==> src/rtl/wb_copy_master_pkg.sv <==
// ---------------------------------------------------------------------------
// wb_copy_master_pkg
// Shared definitions for the Wishbone word-copy engine: the FSM state
// encoding, the bus word size, the full byte-select value and the default
// ack-wait limit used by the optional timeout counter.
// ---------------------------------------------------------------------------
package wb_copy_master_pkg;

  typedef enum logic [2:0] {
    ST_IDLE,
    ST_RD,
    ST_WR,
    ST_DONE,
    ST_ERR
  } state_e;

  localparam logic [31:0] WORD_BYTES      = 32'd4;
  localparam logic [3:0]  SEL_ALL         = 4'hF;
  localparam int          DEFAULT_TIMEOUT = 255;

endpackage

==> src/rtl/wb_copy_timer.sv <==
// ---------------------------------------------------------------------------
// wb_copy_timer
// Counts consecutive cycles in which a Wishbone cycle is outstanding without
// an ack. expired is high in the TIMEOUT_CYC-th such cycle, so the master can
// drop cyc/stb on that edge. Any cycle without run restarts the count.
//
// Ports:
//   clk      in   clock, rising edge
//   rst_n    in   asynchronous active-low reset
//   run      in   bus cycle outstanding and not acked this cycle
//   expired  out  limit reached in the current cycle
// ---------------------------------------------------------------------------
module wb_copy_timer #(
  parameter int TIMEOUT_CYC = 255
) (
  input  logic clk,
  input  logic rst_n,
  input  logic run,
  output logic expired
);

  // 8-bit counter: the first waiting cycle is count 0.
  localparam logic [7:0] LIMIT = 8'(TIMEOUT_CYC - 1);

  logic [7:0] cnt;

  always_ff @(posedge clk or negedge rst_n) begin
    if (!rst_n) begin
      cnt <= '0;
    end else if (run && (cnt != LIMIT)) begin
      cnt <= cnt + 8'd1;
    end else begin
      cnt <= '0;
    end
  end

  assign expired = run && (cnt == LIMIT);

endmodule

==> src/rtl/wb_copy_master.sv <==
// ---------------------------------------------------------------------------
// wb_copy_master
// Copies len_i 32-bit words from src_adr_i to dst_adr_i using classic
// single Wishbone read/write cycles. Each bus cycle is preceded by one
// cycle with cyc/stb low, so a word costs 4 cycles when the slave acks in
// the first stb cycle; done_o follows one cycle after the DONE state.
//
// Optional feature: define WB_COPY_TIMEOUT_EN to abort a copy when ack is
// missing for TIMEOUT_CYC consecutive cycles (sets sticky err_o). Without
// it the master waits forever for ack and err_o is constant 0.
//
// Ports:
//   wb_clk_i, wb_rst_ni       clock / asynchronous active-low reset
//   start_i                   start request (honoured only in IDLE)
//   src_adr_i, dst_adr_i      source / destination byte addresses
//   len_i                     word count (0 = complete without bus traffic)
//   busy_o, done_o, err_o     status: running, completion pulse, timeout
//   wbm_*                     Wishbone initiator (registered outputs)
// ---------------------------------------------------------------------------
module wb_copy_master
  import wb_copy_master_pkg::*;
#(
  parameter int LEN_W       = 16,
  parameter int TIMEOUT_CYC = DEFAULT_TIMEOUT
) (
  input  logic             wb_clk_i,
  input  logic             wb_rst_ni,
  input  logic             start_i,
  input  logic [31:0]      src_adr_i,
  input  logic [31:0]      dst_adr_i,
  input  logic [LEN_W-1:0] len_i,
  output logic             busy_o,
  output logic             done_o,
  output logic             err_o,
  output logic             wbm_cyc_o,
  output logic             wbm_stb_o,
  output logic             wbm_we_o,
  output logic [3:0]       wbm_sel_o,
  output logic [31:0]      wbm_adr_o,
  output logic [31:0]      wbm_dat_o,
  input  logic [31:0]      wbm_dat_i,
  input  logic             wbm_ack_i
);

  // The counter is 8 bits wide; reject limits it cannot represent.
  if (TIMEOUT_CYC < 1 || TIMEOUT_CYC > 255) begin : g_bad_timeout
    $error("wb_copy_master: TIMEOUT_CYC must be in 1..255");
  end

  state_e           state_q, state_d;
  logic [31:0]      src_q, src_d;
  logic [31:0]      dst_q, dst_d;
  logic [31:0]      adr_q, adr_d;
  logic [31:0]      data_q, data_d;
  logic [LEN_W-1:0] cnt_q, cnt_d;
  logic [3:0]       sel_q, sel_d;
  logic             cyc_q, cyc_d;
  logic             we_q, we_d;
  logic             busy_q, busy_d;
  logic             done_q, done_d;
  logic             ack;
  logic             expired;

  // Only an ack that terminates a live bus cycle counts.
  assign ack = cyc_q & wbm_ack_i;

`ifdef WB_COPY_TIMEOUT_EN
  logic err_q;
  logic accept;

  assign accept = (state_q == ST_IDLE) && start_i;

  wb_copy_timer #(
    .TIMEOUT_CYC(TIMEOUT_CYC)
  ) u_timer (
    .clk    (wb_clk_i),
    .rst_n  (wb_rst_ni),
    .run    (cyc_q && !wbm_ack_i),
    .expired(expired)
  );

  // Sticky until the next accepted start.
  always_ff @(posedge wb_clk_i or negedge wb_rst_ni) begin
    if (!wb_rst_ni) begin
      err_q <= 1'b0;
    end else if (accept) begin
      err_q <= 1'b0;
    end else if (expired) begin
      err_q <= 1'b1;
    end
  end

  assign err_o = err_q;
`else
  assign expired = 1'b0;
  assign err_o   = 1'b0;
`endif

  always_ff @(posedge wb_clk_i or negedge wb_rst_ni) begin
    if (!wb_rst_ni) begin
      state_q <= ST_IDLE;
      src_q   <= '0;
      dst_q   <= '0;
      adr_q   <= '0;
      data_q  <= '0;
      cnt_q   <= '0;
      sel_q   <= '0;
      cyc_q   <= 1'b0;
      we_q    <= 1'b0;
      busy_q  <= 1'b0;
      done_q  <= 1'b0;
    end else begin
      state_q <= state_d;
      src_q   <= src_d;
      dst_q   <= dst_d;
      adr_q   <= adr_d;
      data_q  <= data_d;
      cnt_q   <= cnt_d;
      sel_q   <= sel_d;
      cyc_q   <= cyc_d;
      we_q    <= we_d;
      busy_q  <= busy_d;
      done_q  <= done_d;
    end
  end

  // In RD/WR, cyc_q low marks the idle gap cycle that launches the next
  // bus cycle; cyc_q high means the cycle is waiting for ack.
  always_comb begin
    state_d = state_q;
    src_d   = src_q;
    dst_d   = dst_q;
    adr_d   = adr_q;
    data_d  = data_q;
    cnt_d   = cnt_q;
    sel_d   = sel_q;
    cyc_d   = cyc_q;
    we_d    = we_q;
    busy_d  = busy_q;
    done_d  = 1'b0;

    case (state_q)
      ST_IDLE: begin
        if (start_i) begin
          if (len_i != '0) begin
            src_d   = src_adr_i;
            dst_d   = dst_adr_i;
            cnt_d   = len_i;
            busy_d  = 1'b1;
            state_d = ST_RD;
          end else begin
            state_d = ST_DONE;
          end
        end
      end

      ST_RD: begin
        if (!cyc_q) begin
          cyc_d = 1'b1;
          we_d  = 1'b0;
          sel_d = SEL_ALL;
          adr_d = src_q;
        end else if (ack) begin
          data_d  = wbm_dat_i;
          cyc_d   = 1'b0;
          sel_d   = '0;
          state_d = ST_WR;
        end else if (expired) begin
          cyc_d   = 1'b0;
          sel_d   = '0;
          state_d = ST_ERR;
        end
      end

      ST_WR: begin
        if (!cyc_q) begin
          cyc_d = 1'b1;
          we_d  = 1'b1;
          sel_d = SEL_ALL;
          adr_d = dst_q;
        end else if (ack) begin
          cyc_d   = 1'b0;
          we_d    = 1'b0;
          sel_d   = '0;
          // 32-bit adders wrap naturally past 32'hFFFF_FFFC.
          src_d   = src_q + WORD_BYTES;
          dst_d   = dst_q + WORD_BYTES;
          cnt_d   = cnt_q - LEN_W'(1);
          state_d = (cnt_q == LEN_W'(1)) ? ST_DONE : ST_RD;
        end else if (expired) begin
          cyc_d   = 1'b0;
          we_d    = 1'b0;
          sel_d   = '0;
          state_d = ST_ERR;
        end
      end

      // done_o is registered, so it appears in the cycle after DONE/ERR,
      // together with busy_o falling.
      ST_DONE, ST_ERR: begin
        done_d  = 1'b1;
        busy_d  = 1'b0;
        state_d = ST_IDLE;
      end

      default: begin
        state_d = ST_IDLE;
      end
    endcase
  end

  assign wbm_cyc_o = cyc_q;
  assign wbm_stb_o = cyc_q;
  assign wbm_we_o  = we_q;
  assign wbm_sel_o = sel_q;
  assign wbm_adr_o = adr_q;
  assign wbm_dat_o = data_q;
  assign busy_o    = busy_q;
  assign done_o    = done_q;

endmodule

==> config.mk <==
export PLATFORM = sky130hd
export DESIGN_NAME = wb_copy_master
export DESIGN_NICKNAME = d
export VERILOG_FILES = /design/src/rtl/wb_copy_master_pkg.sv /design/src/rtl/wb_copy_timer.sv /design/src/rtl/wb_copy_master.sv
export SDC_FILE = /design/constraint.sdc
export NUM_CORES = 1
export LEC_CHECK = 0
export ABC_AREA = 1
export CAP_MARGIN = 20
export CORE_MARGIN = 5
export CORE_UTILIZATION = 40
export CTS_BUF_LIST = sky130_fd_sc_hd__clkbuf_8 sky130_fd_sc_hd__clkbuf_16
export CTS_CLUSTER_DIAMETER = 30
export DETAILED_ROUTE_END_ITERATION = 10
export GPL_ROUTABILITY_DRIVEN = 0
export PLACE_DENSITY = 0.65
export SKIP_CTS_REPAIR_TIMING = 1
export SYNTH_ARGS = -nofsm -noshare
export SYNTH_HDL_FRONTEND = slang
export SYNTH_HIERARCHICAL = 1
export SYNTH_SLANG_ARGS = --single-unit
==> constraint.sdc <==
create_clock -name wb_clk_i -period 2.1 [get_ports wb_clk_i]
set_clock_uncertainty 0.15 [all_clocks]
set_input_delay 0.21 -clock wb_clk_i [delete_from_list [all_inputs] [get_ports wb_clk_i]]
set_output_delay 0.21 -clock wb_clk_i [all_outputs]
set_load 0.02 [all_outputs]
Word level (Yosys, flattened, before mapping) --
Cells that the tools add are included.
Storage, ports and cells: flip-flop bits (word level) 155, output and inout port bits 74, logic and storage cells 82
Operators by class: $add $sub $neg 3, equal/unequal tests 15, mux-type cells 38, bitwise operators 1, reductions and logical operators 14
Operator list (count):
- $mux W32 | 10
- $pmux W32 S2 | 3
- $add A32 B3 Y32 const B | 2
- $mux W16 | 4
- $pmux W16 S2 | 1
- $eq A16 B1 Y1 const B | 1
- $ne A2 B2 Y1 const B | 8
- $reduce_bool A16 Y1 | 1
- $sub A16 B1 Y16 const B | 1
- $mux W3 | 5
- $reduce_and A3 Y1 | 4
- $reduce_and A5 Y1 | 2
- $pmux W3 S3 | 1
- $mux W1 | 8
- $mux W4 | 2
- $eq A3 B2 Y1 const B | 2
- $reduce_bool A2 Y1 | 3
- $mux W2 | 2
- $pmux W1 S2 | 2
- $reduce_or A2 Y1 | 2
- $eq A3 B1 Y1 const B | 1
- $eq A3 B3 Y1 const B | 1
- $logic_not A3 Y1 | 1
- $ne A3 B3 Y1 const B | 1
- other kinds (3) | 3

Logic depth before layout (Yosys ltp) --
Gate-level depths: netlist (run 1).
word-level depth 5, gate-level depth with buffers 12, gate-level depth less buffers 11

Worst setup path before layout (run 1) --
OpenSTA, ideal clock, no wires.
path kind reg-to-reg, start reg state_q[0], end reg cnt_q[2], library setup time 0.123 ns, arrival 1.620 ns, path slack 0.207 ns, cell stages (with the launch flop) 12, path buffers 3, cells stage by stage dfrtp_1 inv_1 ha_1 buf_2 inv_2 nor2_1 nor2_1 nand3_2 buf_6 buf_6 o21ai_0 nand2_1
Between the ends: word-level cells in the longest chain between the ends 3, elaborated cells between the ends (all ways) 9, classes of those cells eq/ne (5); mux (1); reduce/logical (3)
Ends and longest elaborated chain:
- from (decl) | line wb_copy_master.sv:50 | state_e state_q, state_d;
- from (signal assigned) | line wb_copy_master.sv:113 | state_q <= state_d;
- $eq A3 B2 Y1 / $logic_not A3 Y1 (equally long branches) | line wb_copy_master.sv:142 | case (state_q)
- $ne A2 B2 Y1 (no source line) / $reduce_bool A2 Y1 (equally long branches)
- $reduce_and A5 Y1 (no source line)
- to (signal assigned) | line wb_copy_master.sv:118 | cnt_q <= cnt_d;
- to (decl) | line wb_copy_master.sv:55 | logic [LEN_W-1:0] cnt_q, cnt_d;
Parallel ways exist; a longest one is shown, timed or not. A chain may end at the register's enable or synchronous reset.

Final worst setup path (run 1) --
start reg cyc_q (netlist: wbm_cyc_o), end out wbm_stb_o
RTL lines:
- from (decl) | line wb_copy_master.sv:57 | logic cyc_q, cyc_d;
- from (signal assigned) | line wb_copy_master.sv:120 | cyc_q <= cyc_d;
- to (decl) | line wb_copy_master.sv:36 | output logic wbm_stb_o,
No word-level cell between the ends.

==> metrics, run 1 <==
first drt pass iteration count 7; root buffer cell clkbuf_16; total routed wirelength about 28000 um; sequential power share a little under a third; top cell type's share of synthesized area a little over two fifths; crit path from wbm_cyc_o$_DFFE_PN0P_; Die ar. around 25000 um^2; r2r setup slk between 100 and 150 ps; instance area at placement approximately 11000 um^2; antenna violations before repair 0; Crit path depth 2; DRT antenna net count 0; vias in the first global route between 8000 and 9000; Worst path top cell family by delay buffers and inverters; max frequency 497.2 MHz; Die Width approximately 160 um; GRT Overall Usage 20.98%; WL/cell 15.99 um; worst vdd ir between 0.0007 and 0.0008 V; combinational group share of total power approximately half; crit path launch type register; Clk pwr share between 10% and 20%; CP endpoint kind output port; fin area approximately 12000 um^2; Hold Violations, Final 0; reg2reg start state_q[0]$_DFFE_PN0P_; fin util about 55%; critical path type reg -> out; Power Density 1548 nW/um^2; area leader, netlist dfrtp_1; CP Cell Sequence buf_4, clkdlybuf4s50_1; Critical Path AT approximately 1700 ps; global-route wire length before repair ~44000 um; CP peak stage delay about 660 ps; CTS tree done; Placeable Area between 20000 and 25000 um^2; Final setup violation count 0; outcome finished clean; max-cap violation count 0; Initial Utilization 40.68%; Avg Inst Size Synth between 7 and 8 um^2; cells on worst reg2reg path 9; synthesized area around 9000 um^2; Final min period a little over 2000 ps; Main synth FF type dfrtp_1; H-tree Lvls 4; Power Internal between 10000 and 15000 uW; CTS Buffer Depth 2; clk_lat worst skew approximately 430 ps; Worst Path Max Fanout 5; # port buffers around 190; LEAKAGE 0.005418 uW; Clock Pin Slew Worst Setup and Hold Paths roughly 70 ps; main area contributors after synthesis dfrtp_1 43%, nand2_1 20%, nor2_1 6.5%; vias per cell ~5; Synth Net Count 1375; number of synthesized flops with an enable pin 0; max-slew violation count 0; Post-DP HPWL 19900 um; Slew headroom 64.14%; final-stage net count around 1600; asr flop ratio synth between 90% and 100%; Switching Fraction 45.17%; register area share after synthesis 42.57%; Iter 0 DRT Violations about 680; Synth warnings 6; Setup TNS 0 ps; Hold Path Class in -> async; Worst-Margin Slew between 500 and 600 ps; placed cell count 1697; share of cells above drive strength 1 around 9.1%; number of remaining DRC errors 0; Synth cell types 40; Finished Layout Cells between 1500 and 2000; largest net degree at the start of global routing 73; Final period util 95.78%; number of synthesized register bits ~150; Site Rows 54; Buf/Inv on CP 2; total clock sinks approximately 150; Ant. Diodes 0; area grow syn2layout 34.21%; worst endpoint required time approximately 1700 ps; IO Count 190; Critical-path top delay cell clkdlybuf4s50_1; Sw Pwr about 8300 uW; total number of vias 8850; Die Height approximately 160 um; total grt overflow 0; Synth Instances about 1300; CTS buffer count 17
path summary, 6_finish.rpt:
path                                          to
min reg2reg                 src_q[0]$_DFFE_PN0P_
min                        dst_q[25]$_DFFE_PN0P_
max reg2reg                src_q[10]$_DFFE_PN0P_
max in group asynchronous   cnt_q[3]$_DFFE_PN0P_
min in group wb_clk_i       src_q[0]$_DFFE_PN0P_
max                                    wbm_stb_o
metrics by stage:
| step | total power [uW] | hold slack [ps] | setup slack (ps) |
|---|---|---|---|
| final | 18440 | 115.2 | 88.72 |
| after global routing | 19850 | 152.3 | -29.26 |
| after CTS | 17980 | -445.0 | -12.65 |
| after detailed placement | 14860 | 15.23 | 28.08 |
| after global placement | 14660 | 10.91 | 97.44 |
| after floorplan | 11340 | -235.6 | 206.9 |
placed cells by master, fill, tap and decap left out, types with 2 or more instances in the layout:
cell type and instances:
buf_4 25, mux2_2 32, clkdlybuf4s50_1 187, xor2_1 2, nor2_1 151, nand4_1 23
inv_2 5, inv_6 6, clkbuf_16 20, o211ai_1 2, clkinv_4 4, inv_1 88
a31oi_1 29, nor3_1 17, o21ai_1 6, inv_8 3, nand3b_1 5, nand3_1 91
ha_1 7, o21ai_0 71, or2_2 4, nand3_2 3, buf_12 10, ha_4 2
a21oi_1 11, nor2_2 7, clkinvlp_4 2, dfrtp_1 151, nor3_2 2, xnor2_1 2
nand2_1 466, a21boi_0 4
power by group through the flow:
stage,Combinational [uW],Clock [uW],Sequential (uW)
finish,9570,3080,5800
CTS,9070,3130,5780
floorplan,5070,0,6270
global route,10600,3280,6010
global placement,8880,0,5780
detailed placement,9040,0,5820
worst register-to-register path, stage by stage (launching register included):
cell and delay (ps):
dfrtp_1 370, inv_2 80, ha_4 190, inv_2 130, nor2_1 80, nor2_1 180, nand3_4 180, inv_2 190
clkbuf_16 230, o21ai_0 100
Yosys cell counts, types with 4 or more instances:
cell type,n
inv_1,92
clkbuf_1,10
ha_1,9
nand3_1,91
nand2_1,467
nor2_2,4
mux2_2,32
o21ai_0,72
buf_6,4
dfrtp_1,151
a21boi_0,4
nand3b_1,5
nand4_1,23
nor2_1,154
nor3_1,17
o21ai_1,5
a21oi_1,11
a31oi_1,29
or2_2,4
buf_4,11
nand3_2,4
buf_2,27
layout make-up:
class | count | area (um^2)
Sequential cell | 151 | 3779
Timing Repair Buffer | 227 | 2356
Inverter | 94 | 356.6
Clock buffer | 17 | 425.4
Fill cell | 2085 | 9910
Clock inverter | 15 | 158.9
Tap cell | 280 | 350.3
Multi-Input combinational cell | 951 | 4488
flip-flops by register name, indices dropped and copies added (netlist names):
signal / cells
state_q: 2
wbm_sel_o: 1
wbm_we_o: 1
busy_o: 1
done_o: 1
src_q: 32
cnt_q: 16
dst_q: 32
wbm_adr_o: 32
wbm_cyc_o: 1
wbm_dat_o: 32
routing by layer:
layer	wire length, um	vias up	share of wire (%)	GRT usage (%)
met4	552	0	2.0	5.816
met3	1727	39	6.2	4.452
met2	12590	287	45	32.60
met1	12870	4106	46	29.78
li1	-	4418	-	-
met5	0	-	0	0
cells by family (layout without fill, tap and decap cells):
family / count (synthesis) / after routing / share of synthesized area (%)
muxes: 33 / 33 / 4.172
adders and majority gates: 9 / 9 / 1.269
AOI/OAI and AO/OA: 129 / 129 / 8.034
and+or+nand+nor: 775 / 775 / 36.08
DFF: 151 / 151 / 42.57
xor gates and xnor gates: 4 / 4 / 0.3947
other: 1 / 1 / 0.04224
buffers and inverters: 148 / 353 / 7.442
(Power assumes the default switching activity.)
==> run 2, diff against run 1 <==
- CELL_PAD_IN_SITES_DETAIL_PLACEMENT: unset -> 2
- CELL_PAD_IN_SITES_GLOBAL_PLACEMENT: unset -> 2
- CORE_UTILIZATION: 40 -> 28
- PLACE_DENSITY: 0.65 -> unset
- PLACE_DENSITY_LB_ADDON: unset -> 0.1
- clock period: 2.1 -> 2 ns (I/O delays scaled with it)
==> run 2 against run 1 <==
  * Routed wire length increased by 29%
  * First-iteration DRC count decreased by 53%
  * Utilization decreased by 14 points
  * Critical path depth increased by 6
  * Sequential share of layout area decreased by 1.8 points
  * Total power increased by 13%
  * Combinational power increased by 19%
  * Design area increased by 6.2%
  * Sequential power increased by 3.8%
  * Largest cell class unchanged
==> metrics, run 2 (synthesis results as in run 1) <==
Hold Violations, Final 0; max-cap violation count 0; # fillers around 3700; worst endpoint required time ~2200 ps; outcome finished clean; GRT Overall Usage 19.67%; worst vdd ir about 0.00065 V; Setup WS pre-CTS -204.3 ps; total routed wirelength between 30000 and 40000 um; Worst path top cell family by delay buffers and inverters; Iter 0 DRT Violations 322; H-tree Lvls 4; Placeable Area 31390 um^2; first drt pass iteration count 4; Die ar. 35360 um^2; Buf/Inv on CP 3; reg2reg end dst_q[16]$_DFFE_PN0P_; antenna violations before repair 0; DRT antenna net count 0; LEAKAGE 0.005716 uW; max-slew violation count 0; Hold Path Class in -> async; CP endpoint kind register; CTS Buffer Depth 2; register area approximately 3800 um^2; Worst-Margin Slew 505.3 ps; Power, Total approximately 21000 uW; Post-DP HPWL 26710 um; Clock Pin Slew Worst Setup and Hold Paths approximately 80 ps; # port buffers between 150 and 200; Slew headroom roughly 66%; Site Rows 65; Final setup violation count 0; global-route wire length before repair about 56000 um; CP peak stage delay 430 ps; CTS buffer count 17; Die Height around 190 um; Finished Layout Cells 1911; max frequency 514.0 MHz; CP Cell Sequence buf_6, ha_4, buf_6, nor2_2, nor2_4, nand3_4, buf_12, o21ai_0; Die Width 188.1 um; fin area approximately 13000 um^2; vias in the first global route 10034; Crit path depth 8; Final period util between 90% and 100%; Worst Path Max Fanout 37; IO Count 190; vias per cell about 4.9; total clock sinks 151; RSZ-0062 raised after global routing true; Critical-path top delay cell dfrtp_1; placed cell count 1871; share of cells above drive strength 1 between 10% and 20%; r2r setup slk 50 ps; area grow syn2layout 42.57%; WL/cell 18.77 um; Final min period around 1900 ps; most common cell after layout, fill and taps aside nand2_1; Critical Path AT roughly 2100 ps; Power Density ~1600 nW/um^2; Ant. Diodes 0; critical path type reg -> reg; final-stage net count around 1600; Multi-input gate area between 4000 and 5000 um^2; total grt overflow 0; crit path launch type register; cell mode on critical path buf_6; setup ws final about 54 ps; CTS tree done; cells on worst reg2reg path 8; number of remaining DRC errors 0; most frequent cells in the layout 463 x nand2_1, 187 x clkdlybuf4s50_1, 149 x dfrtp_1; total number of vias between 9000 and 10000; largest net degree at the start of global routing 76; reg2reg start state_q[1]$_DFFE_PN0P_; clk_lat worst skew between 400 and 500 ps; root buffer cell clkbuf_16; instance area at placement 11770 um^2; Initial Utilization around 28%
==> run 2: layout make-up <==
class	instances	area share, %
Multi-Input combinational cell	951	36.04
Inverter	94	2.907
Tap cell	402	3.974
Sequential cell	151	29.88
Clock inverter	15	1.453
Timing Repair Buffer	281	22.39
Clock buffer	17	3.361
==> run 2: metal layers <==
layer | wire length [um] | vias up | GRT usage [%]
li1 | - | 4515 | -
met3 | 888 | 22 | 2.290
met5 | 0 | - | 0
met4 | 393 | 0 | 4.178
met1 | 16910 | 4619 | 26.91
met2 | 17680 | 135 | 33.60
==> run 2: where the power goes <==
part           leakage (uW)  switching [uW]  internal, uW  total, uW
Combinational       0.00360            6600          4780      11400
Clock              0.000292            1560          1890       3450
Sequential          0.00182            1390          4630       6020
Total               0.00572            9550         11300      20900
==> run 2: worst max path at each step <==
stage,startpoint,to
global placement,len_i[9],cnt_q[1]$_DFFE_PN0P_
detailed placement,len_i[9],cnt_q[1]$_DFFE_PN0P_
CTS,state_q[0]$_DFFE_PN0P_,dst_q[15]$_DFFE_PN0P_
floorplan,state_q[0]$_DFFE_PN0P_,cnt_q[2]$_DFFE_PN0P_
finish,state_q[1]$_DFFE_PN0P_,dst_q[16]$_DFFE_PN0P_
global route,state_q[1]$_DFFE_PN0P_,wbm_adr_o[2]$_DFFE_PN0P_
==> run 2: metrics by stage <==
stage | TNS, ps | hold WS, ps | util, %
6_report | 0 | 104.7 | 40.31
5_1_grt | -342.5 | 166.8 | 40.31
4_1_cts | -1117 | -446.4 | 39.42
3_5_place_dp | -11910 | 36.36 | 37.48
3_3_place_gp | -10770 | 35.53 | 37.48
2_1_floorplan | 0 | -245.6 | -
==> run 2: worst register-to-register path: stages, from the launching register on <==
cell	delay [ps]
dfrtp_1	430
buf_6	140
ha_4	190
buf_6	140
nor2_2	170
nor2_4	50
nand3_4	150
buf_12	240
o21ai_0	150
